### src/rtl/pe2ddr.sv
// pe2ddr: write-back engine from a PE group accumulation buffer to DDR.
// One store instruction becomes one DDR write burst (address phase, then data phase).
module pe2ddr #(
  parameter int PE_NUM     = 32,
  parameter int BUF_DEPTH  = 256,
  parameter int ADDR_W     = $clog2(BUF_DEPTH),
  parameter int BATCH      = 4,
  parameter int RES_W      = 32,
  parameter int DDR_W      = 512,
  parameter int DDR_ADDR_W = 32,
  parameter int BURST_W    = 8,
  parameter int INST_W     = 64,
  parameter int SEL_W      = $clog2(PE_NUM / 4)
) (
  input  logic                      clk,
  input  logic                      rst,
  input  logic                      ins_valid,
  output logic                      ins_ready,
  input  logic [INST_W-1:0]         ins,
  output logic [ADDR_W-1:0]         abuf_rd_addr,
  output logic [SEL_W-1:0]          rd_sel,
  input  logic [4*BATCH*RES_W-1:0]  abuf_rd_data,
  output logic [DDR_ADDR_W-1:0]     ddr_addr,
  output logic [BURST_W-1:0]        ddr_size,
  output logic                      ddr_addr_valid,
  input  logic                      ddr_addr_ready,
  output logic [DDR_W-1:0]          ddr_data,
  output logic                      ddr_valid,
  input  logic                      ddr_ready,
  output logic                      busy,
  output logic                      done
);

  typedef enum logic [1:0] {
    S_IDLE,
    S_ADDR,
    S_DATA
  } state_t;

  state_t             r_state;
  logic [BURST_W-1:0] r_nm1;
  logic [ADDR_W-1:0]  r_rd_ptr;
  logic [BURST_W:0]   r_rd_cnt;
  logic [BURST_W-1:0] r_wr_cnt;
  logic               r_ret_vld;
  logic [DDR_W-1:0]   r_fifo [2];
  logic               r_wp;
  logic               r_rp;
  logic [1:0]         r_occ;

  logic [1:0] w_credit;
  logic       w_issue;
  logic       w_pop;
  logic       w_pop_st;
  logic       w_push;
  logic       w_last;
  logic       w_unused;

  assign w_unused = ^ins[INST_W-1:51];

  // a word returning from the buffer counts against the 2-entry FIFO
  assign w_credit = r_occ + {1'b0, r_ret_vld};
  assign w_issue  = (r_state == S_DATA)
                 && (r_rd_cnt <= {1'b0, r_nm1})
                 && (w_credit < 2'd2);

  // returning word is visible at the head when the FIFO is empty
  assign ddr_valid = (r_occ != 2'd0) || r_ret_vld;
  assign ddr_data  = (r_occ != 2'd0) ? r_fifo[r_rp]
                   : (r_ret_vld ? abuf_rd_data : '0);

  assign w_pop    = ddr_valid && ddr_ready;
  assign w_pop_st = w_pop && (r_occ != 2'd0);
  assign w_push   = r_ret_vld && !(w_pop && (r_occ == 2'd0));
  assign w_last   = w_pop && (r_wr_cnt == r_nm1);

  assign abuf_rd_addr = r_rd_ptr;

  always_ff @(posedge clk or posedge rst) begin
    if (rst) begin
      r_state        <= S_IDLE;
      ins_ready      <= 1'b1;
      busy           <= 1'b0;
      done           <= 1'b0;
      ddr_addr_valid <= 1'b0;
      ddr_addr       <= '0;
      ddr_size       <= '0;
      rd_sel         <= '0;
      r_nm1          <= '0;
      r_rd_ptr       <= '0;
      r_rd_cnt       <= '0;
      r_wr_cnt       <= '0;
      r_ret_vld      <= 1'b0;
    end else begin
      done      <= 1'b0;
      r_ret_vld <= w_issue;
      if (w_issue) begin
        r_rd_ptr <= r_rd_ptr + ADDR_W'(1);
        r_rd_cnt <= r_rd_cnt + (BURST_W+1)'(1);
      end
      if (w_pop)
        r_wr_cnt <= r_wr_cnt + BURST_W'(1);
      unique case (r_state)
        S_IDLE: begin
          if (ins_valid) begin
            ddr_addr       <= ins[0 +: DDR_ADDR_W];
            r_rd_ptr       <= ins[32 +: ADDR_W];
            r_nm1          <= ins[40 +: BURST_W];
            ddr_size       <= ins[40 +: BURST_W];
            rd_sel         <= ins[48 +: SEL_W];
            r_rd_cnt       <= '0;
            r_wr_cnt       <= '0;
            ins_ready      <= 1'b0;
            busy           <= 1'b1;
            ddr_addr_valid <= 1'b1;
            r_state        <= S_ADDR;
          end
        end
        S_ADDR: begin
          if (ddr_addr_ready) begin
            ddr_addr_valid <= 1'b0;
            r_state        <= S_DATA;
          end
        end
        S_DATA: begin
          if (w_last) begin
            done      <= 1'b1;
            busy      <= 1'b0;
            ins_ready <= 1'b1;
            r_state   <= S_IDLE;
          end
        end
        default: r_state <= S_IDLE;
      endcase
    end
  end

  always_ff @(posedge clk or posedge rst) begin
    if (rst) begin
      r_wp      <= 1'b0;
      r_rp      <= 1'b0;
      r_occ     <= 2'd0;
      r_fifo[0] <= '0;
      r_fifo[1] <= '0;
    end else begin
      if (w_push) begin
        r_fifo[r_wp] <= abuf_rd_data;
        r_wp         <= ~r_wp;
      end
      if (w_pop_st)
        r_rp <= ~r_rp;
      r_occ <= r_occ + {1'b0, w_push} - {1'b0, w_pop_st};
    end
  end

  a_fifo_ovf: assert property (@(posedge clk) disable iff (rst)
    !(w_push && !w_pop_st && (r_occ == 2'd2)));
  a_fifo_occ: assert property (@(posedge clk) disable iff (rst)
    (r_occ != 2'd3));

endmodule

### config.mk
export PLATFORM = sky130hd
export DESIGN_NAME = pe2ddr
export DESIGN_NICKNAME = d
export VERILOG_FILES = /design/src/rtl/pe2ddr.sv
export SDC_FILE = /design/constraint.sdc
export NUM_CORES = 2
export LEC_CHECK = 0
export CORE_AREA = 5 5 441 443
export DETAILED_ROUTE_END_ITERATION = 10
export DIE_AREA = 0 0 446 448
export GPL_TIMING_DRIVEN = 0
export HOLD_SLACK_MARGIN = 0.15
export PLACE_DENSITY = 0.54
export RECOVER_POWER = 100
export SLEW_MARGIN = 20
export SYNTH_ARGS = -nofsm -noshare
export SYNTH_HDL_FRONTEND = slang
export SYNTH_SLANG_ARGS = --single-unit
### constraint.sdc
create_clock -name clk -period 48.7 [get_ports clk]
set_input_delay 9.74 -clock clk [delete_from_list [all_inputs] [get_ports clk]]
set_output_delay 9.74 -clock clk [all_outputs]
set_load 0.05 [all_outputs]
==> Word level (Yosys, flattened, before mapping) <==
Index checks and enable logic that the tools add are counted.
{ "totals": {"ff_bits": 1103, "elab_cells": 88, "output_inout_bits": 568, "in_bits": 581} }
{ "op_classes": {"bitwise": 4, "n_eq_ne": 6, "n_reduce_logical": 19, "n_lt_le_gt_ge": 5, "n_addsub": 6, "mux": 31} }
{ "op_table": {"columns": ["op", "count"], "rows": [
  ["2-to-1 mux 512 bit", 6],
  ["bitwise mux 1024 bit", 1],
  ["demux 512 bit (select 1 bit)", 1],
  ["2-to-1 mux 8 bit", 6],
  ["2-to-1 mux 9 bit", 3],
  ["adder 8 x 1 -> 8 bit, second input constant", 2],
  ["adder 9 x 1 -> 9 bit, second input constant", 1],
  ["<= comparator 9 x 8 -> 1 bit", 1],
  ["AND reduction 3 bit", 3],
  ["equality test 8 bit", 1],
  ["logical AND 1 bit", 8],
  ["2-to-1 mux 1 bit", 7],
  ["2-to-1 mux 2 bit", 3],
  ["!= test 2 bit, second input constant", 3],
  ["one-hot mux 1 bit (2 select lines)", 3],
  ["one-hot mux 2 bit (3 select lines)", 1],
  ["nonzero test 2 bit", 3],
  ["adder 2 x 1 -> 2 bit", 2],
  [">= comparator 2 bit, second input constant", 2],
  ["zero test 2 bit", 2],
  ["NOT 1 -> 2 bit", 2],
  ["equality test 2 x 1 -> 1 bit, second input constant", 1],
  ["equality test 2 bit, second input constant", 1],
  ["less-than comparator 2 x 1 -> 1 bit, second input constant", 1],
  ["other kinds (6)", 7]
]} }

==> Logic depth before layout (Yosys ltp) <==
{ "logic_depth": {"ltp_word": 8, "ltp_mapped": 9, "mapped_depth_nobuf": 8} }

==> Least setup slack after synthesis <==
No wires, ideal clock.
{ "synth_timing": {"kind": "input -> output", "from": "input abuf_rd_data[511]", "to": "output ddr_data[511]", "arrival_ns": 10.333, "n_path_buf": 0, "path_stages": 2, "t_required_ns": 38.960, "slack_ns": 28.627, "path_cell_list": "nand3_1 > o21ai_0"} }
{ "synth_via": {"elab_chain_cells": 2} }
{ "synth_lines": {"columns": ["element", "line_no", "rtl"], "rows": [
  ["start: declaration", "22", "input logic [4*BATCH*RES_W-1:0] abuf_rd_data,"],
  ["2-to-1 mux 512 bit", "70", ": (r_ret_vld ? abuf_rd_data : '0);"],
  ["2-to-1 mux 512 bit", "69", "assign ddr_data = (r_occ != 2'd0) ? r_fifo[r_rp]"],
  ["end: declaration", "27", "output logic [DDR_W-1:0] ddr_data,"]
]} }
Every way passes these cells.

==> summary.txt <==
Logic synthesis
  – Mapped Cells: 4,321
  – Post-synth ARST share: 100.0%
  – Synthesized area per cell: 12.25 um2
  – Part of the Yosys area used for sequential elements: 52.15%
  – Synth top area cells: dfrtp_1 (52%), mux2_2 (12%), mux2_1 (10%)
  – Cell with the most instances after synthesis: dfrtp_1
  – Adder and majority gate portion of the synthesized area: 0.3073%
  – Largest area contributor in the netlist: dfrtp_1
  – Synth Cell Area: 52,930 um2
  – Post-synth EDFFs: 0
  – Most instantiated cells after synthesis: dfrtp_1 (1,102), mux2_2 (555), o21ai_0 (528), mux2i_1 (519), nand3_1 (518)
  – Synth top area share: 52.10%
  – Compound-Gate Fraction of Synth Area: 5.411%
  – Synth cell types: 48
  – Main synth FF type: dfrtp_1
  – Post-synthesis mux area share: 31.64%
  – Xor/xnor share of the synthesized area: 0.3971%
  – Synth Area in Simple Gates: 6.512%
  – Syn Nets: 4,915
  – Seq cells post-synth: 1,103
  – Largest family of logic cells by synthesized area: multiplexers
  – Synth warn: 0

Timing
  – Slew Limit Fails: 1,139
  – Slew HR: -263.9%
  – Final setup vio count: 0
  – Final setup skew: 20.63 ps
  – Tightest Pin Transition: 5459 ps
  – Final min period: 26,470 ps
  – Hold_ws: 460.1 ps
  – Final setup TNS: 0 ps
  – FMAX: 37.78 MHz
  – Final Cycle Share: 54.36%
  – Final hold violations: 0
  – RSZ-0062 raised after global routing: false

Critical path
  – R2r endpoint: r_fifo[908]$_DFFE_PP0P_
  – CP most frequent cell: clkbuf_1
  – Worst path slowest cell: clkbuf_1
  – Worst Path Required: 48,440 ps
  – Slack of the worst reg-to-reg path: 43,870 ps
  – Crit-path cells: dlygate4sd3_1, clkinvlp_2, clkbuf_1, clkbuf_1, clkbuf_1, clkbuf_1
  – CP startpoint kind: input pin
  – R2R depth: 8
  – Worst setup path category: in2async
  – Crit. End Element: async pin
  – Crit path DAT: 26,210 ps
  – Worst Path Max Fanout: 93
  – Slowest stage delay, CP: 3570 ps
  – Launch point of the worst reg-to-reg path: r_occ[0]$_DFF_PP0_

Placement
  – GP Congestion: 0.8476
  – Placed cells: 7,979
  – Port Buffers: 1,135
  – Hpwl dp: 163,300 um

Final layout
  – Share of layout cells above drive strength 1: 14.61%
  – Post-route insts no fill: 8,274
  – Area delta synth->final: 35.57%
  – Final net count: 6,201
  – # fillers: 18,584
  – Multi-input gate area: 23,420 um2
  – Register area: 27,600 um2

Global route
  – Grt ovf: 0
  – Initial antenna violation count: 88
  – All-Layer GR Usage: 20.80%
  – Largest net degree at the start of global routing: 103
  – First-pass GRT wire length: 305,900 um
  – Vias in the first global route: 42,594

Routing
  – Initial DRC Count: 2,428
  – Routed WL: 214,900 um
  – Via count: 40,788
  – WL/cell: 25.97 um
  – Antenna viol nets, final: 0
  – Vias per cell: 4.930
  – Remaining DRCs: 0
  – DR pass1 iterations: 7

Run status
  – Failing checks: max-capacitance violations, max-slew violations
  – Outcome: finished, violations left

Clocking
  – CTS sink count: 1,103
  – CTS resizes: 0
  – Worst skew pair latency: 770 ps
  – Max clock buf depth: 3
  – Hold Buf Count CTS: 0
  – CTS H-tree lvls: 4
  – CTS tree: built
  – Cts bufs inserted: 137
  – Clock slew at reported path FFs: 60 ps
  – Post-CTS repair timing setup buffer count: 0
  – Clock Tree Root: clkbuf_16

Die
  – Row cnt: 160
  – Core Area: 189,600 um2
  – Die H: 448 um
  – Starting Density: 27.92%
  – Die area: 199,800 um2
  – I/O pin count: 1,149
  – Chip Width: 446 um

Worst hold path
  – Hold Crit Depth: 2
  – Min-Delay Path Class: reg2reg
  – Min-delay src: ins_ready$_DFFE_PP1P_
  – Worst hold path endpoint: ins_ready$_DFFE_PP1P_

Job
  – Max-cap viol count: 14
final cells by class:
cell class                 instances  share of cell area, %
sequential                      1103                  38.46
inverter                          14                0.07497
clock buffer                     195                  5.618
antenna                           60                 0.2092
multi-input combinational       2849                  32.64
buffer                           355                  1.954
tap                             2511                  4.378
clock inverter                    40                 0.7706
timing repair buffer            1147                  15.89
state kept, by name, summed over array words and instances (netlist names), 2 cells and up:
signal / cells
r_state: 2
r_fifo: 1024
ddr_addr: 32
abuf_rd_addr: 8
r_rd_cnt: 9
r_occ: 2
r_nm1: 8
r_wr_cnt: 8
rd_sel: 3
worst max-delay path, delay by kind of cell:
kind / cells / cell delay, ps
buffers and inverters: 6 / 16120
cell usage in the layout, fill, tap and decap left out, types with 8 or more instances in the layout:
cell type / n
bufinv_16: 8
clkbuf_16: 141
clkbuf_8: 30
buf_1: 40
a21oi_1: 11
dlygate4sd3_1: 572
clkbuf_1: 300
nand3_1: 518
clkdlybuf4s50_1: 563
mux2_2: 555
dfrtp_1: 1102
clkinv_2: 15
nand2_1: 146
ha_1: 13
o21ai_0: 529
inv_1: 13
mux2_1: 469
mux2i_1: 519
nand4_1: 9
diode_2: 60
nor2_1: 17
xnor2_1: 17
buf_2: 47
metal layers:
| layer | routed length [um] | track usage [%] |
|---|---|---|
| met4 | 9641 | 10.51 |
| met1 | 87080 | 25.34 |
| met3 | 12490 | 5.185 |
| met2 | 105500 | 34.31 |
| met5 | 161 | 0 |
kinds of logic after synthesis:
family	after synthesis
and+or+nand+nor	715
DFF	1103
buffers and inverters	369
xor gates and xnor gates	24
adders and majority gates	13
muxes	1544
AOI/OAI and AO/OA	553
metrics by stage:
| stage | setup WS (ps) | utilization (%) | area [um2] |
|---|---|---|---|
| 2_1_floorplan | 7905 | - | 52930 |
| 3_3_place_gp | -6415 | 35.57 | 67440 |
| 3_5_place_dp | 27210 | 35.75 | 67780 |
| 4_1_cts | 27190 | 38.17 | 72370 |
| 5_1_grt | 18360 | 37.84 | 71730 |
| 6_report | 22230 | 37.85 | 71760 |
worst max-delay path by stage:
| stage | startpoint | endpoint | slack (ps) | depth (start not counted) |
|---|---|---|---|---|
| 6_report | rst | r_nm1[0]$_DFFE_PP0P_ | 22230 | 6 |
| 5_1_grt | rst | r_fifo[1012]$_DFFE_PP0P_ | 18360 | 6 |
| 4_1_cts | abuf_rd_data[415] | ddr_data[415] | 27190 | 4 |
| 3_5_place_dp | abuf_rd_data[374] | ddr_data[374] | 27210 | 4 |
| 3_3_place_gp | rst | ddr_addr[0]$_DFFE_PP0P_ | -6410 | 2 |
| 2_1_floorplan | rst | abuf_rd_addr[0]$_DFF_PP0_ | 7910 | 1 |
Power is not shown: default switching activity piles up to over one toggle a cycle in this logic, so the estimate is an artifact.
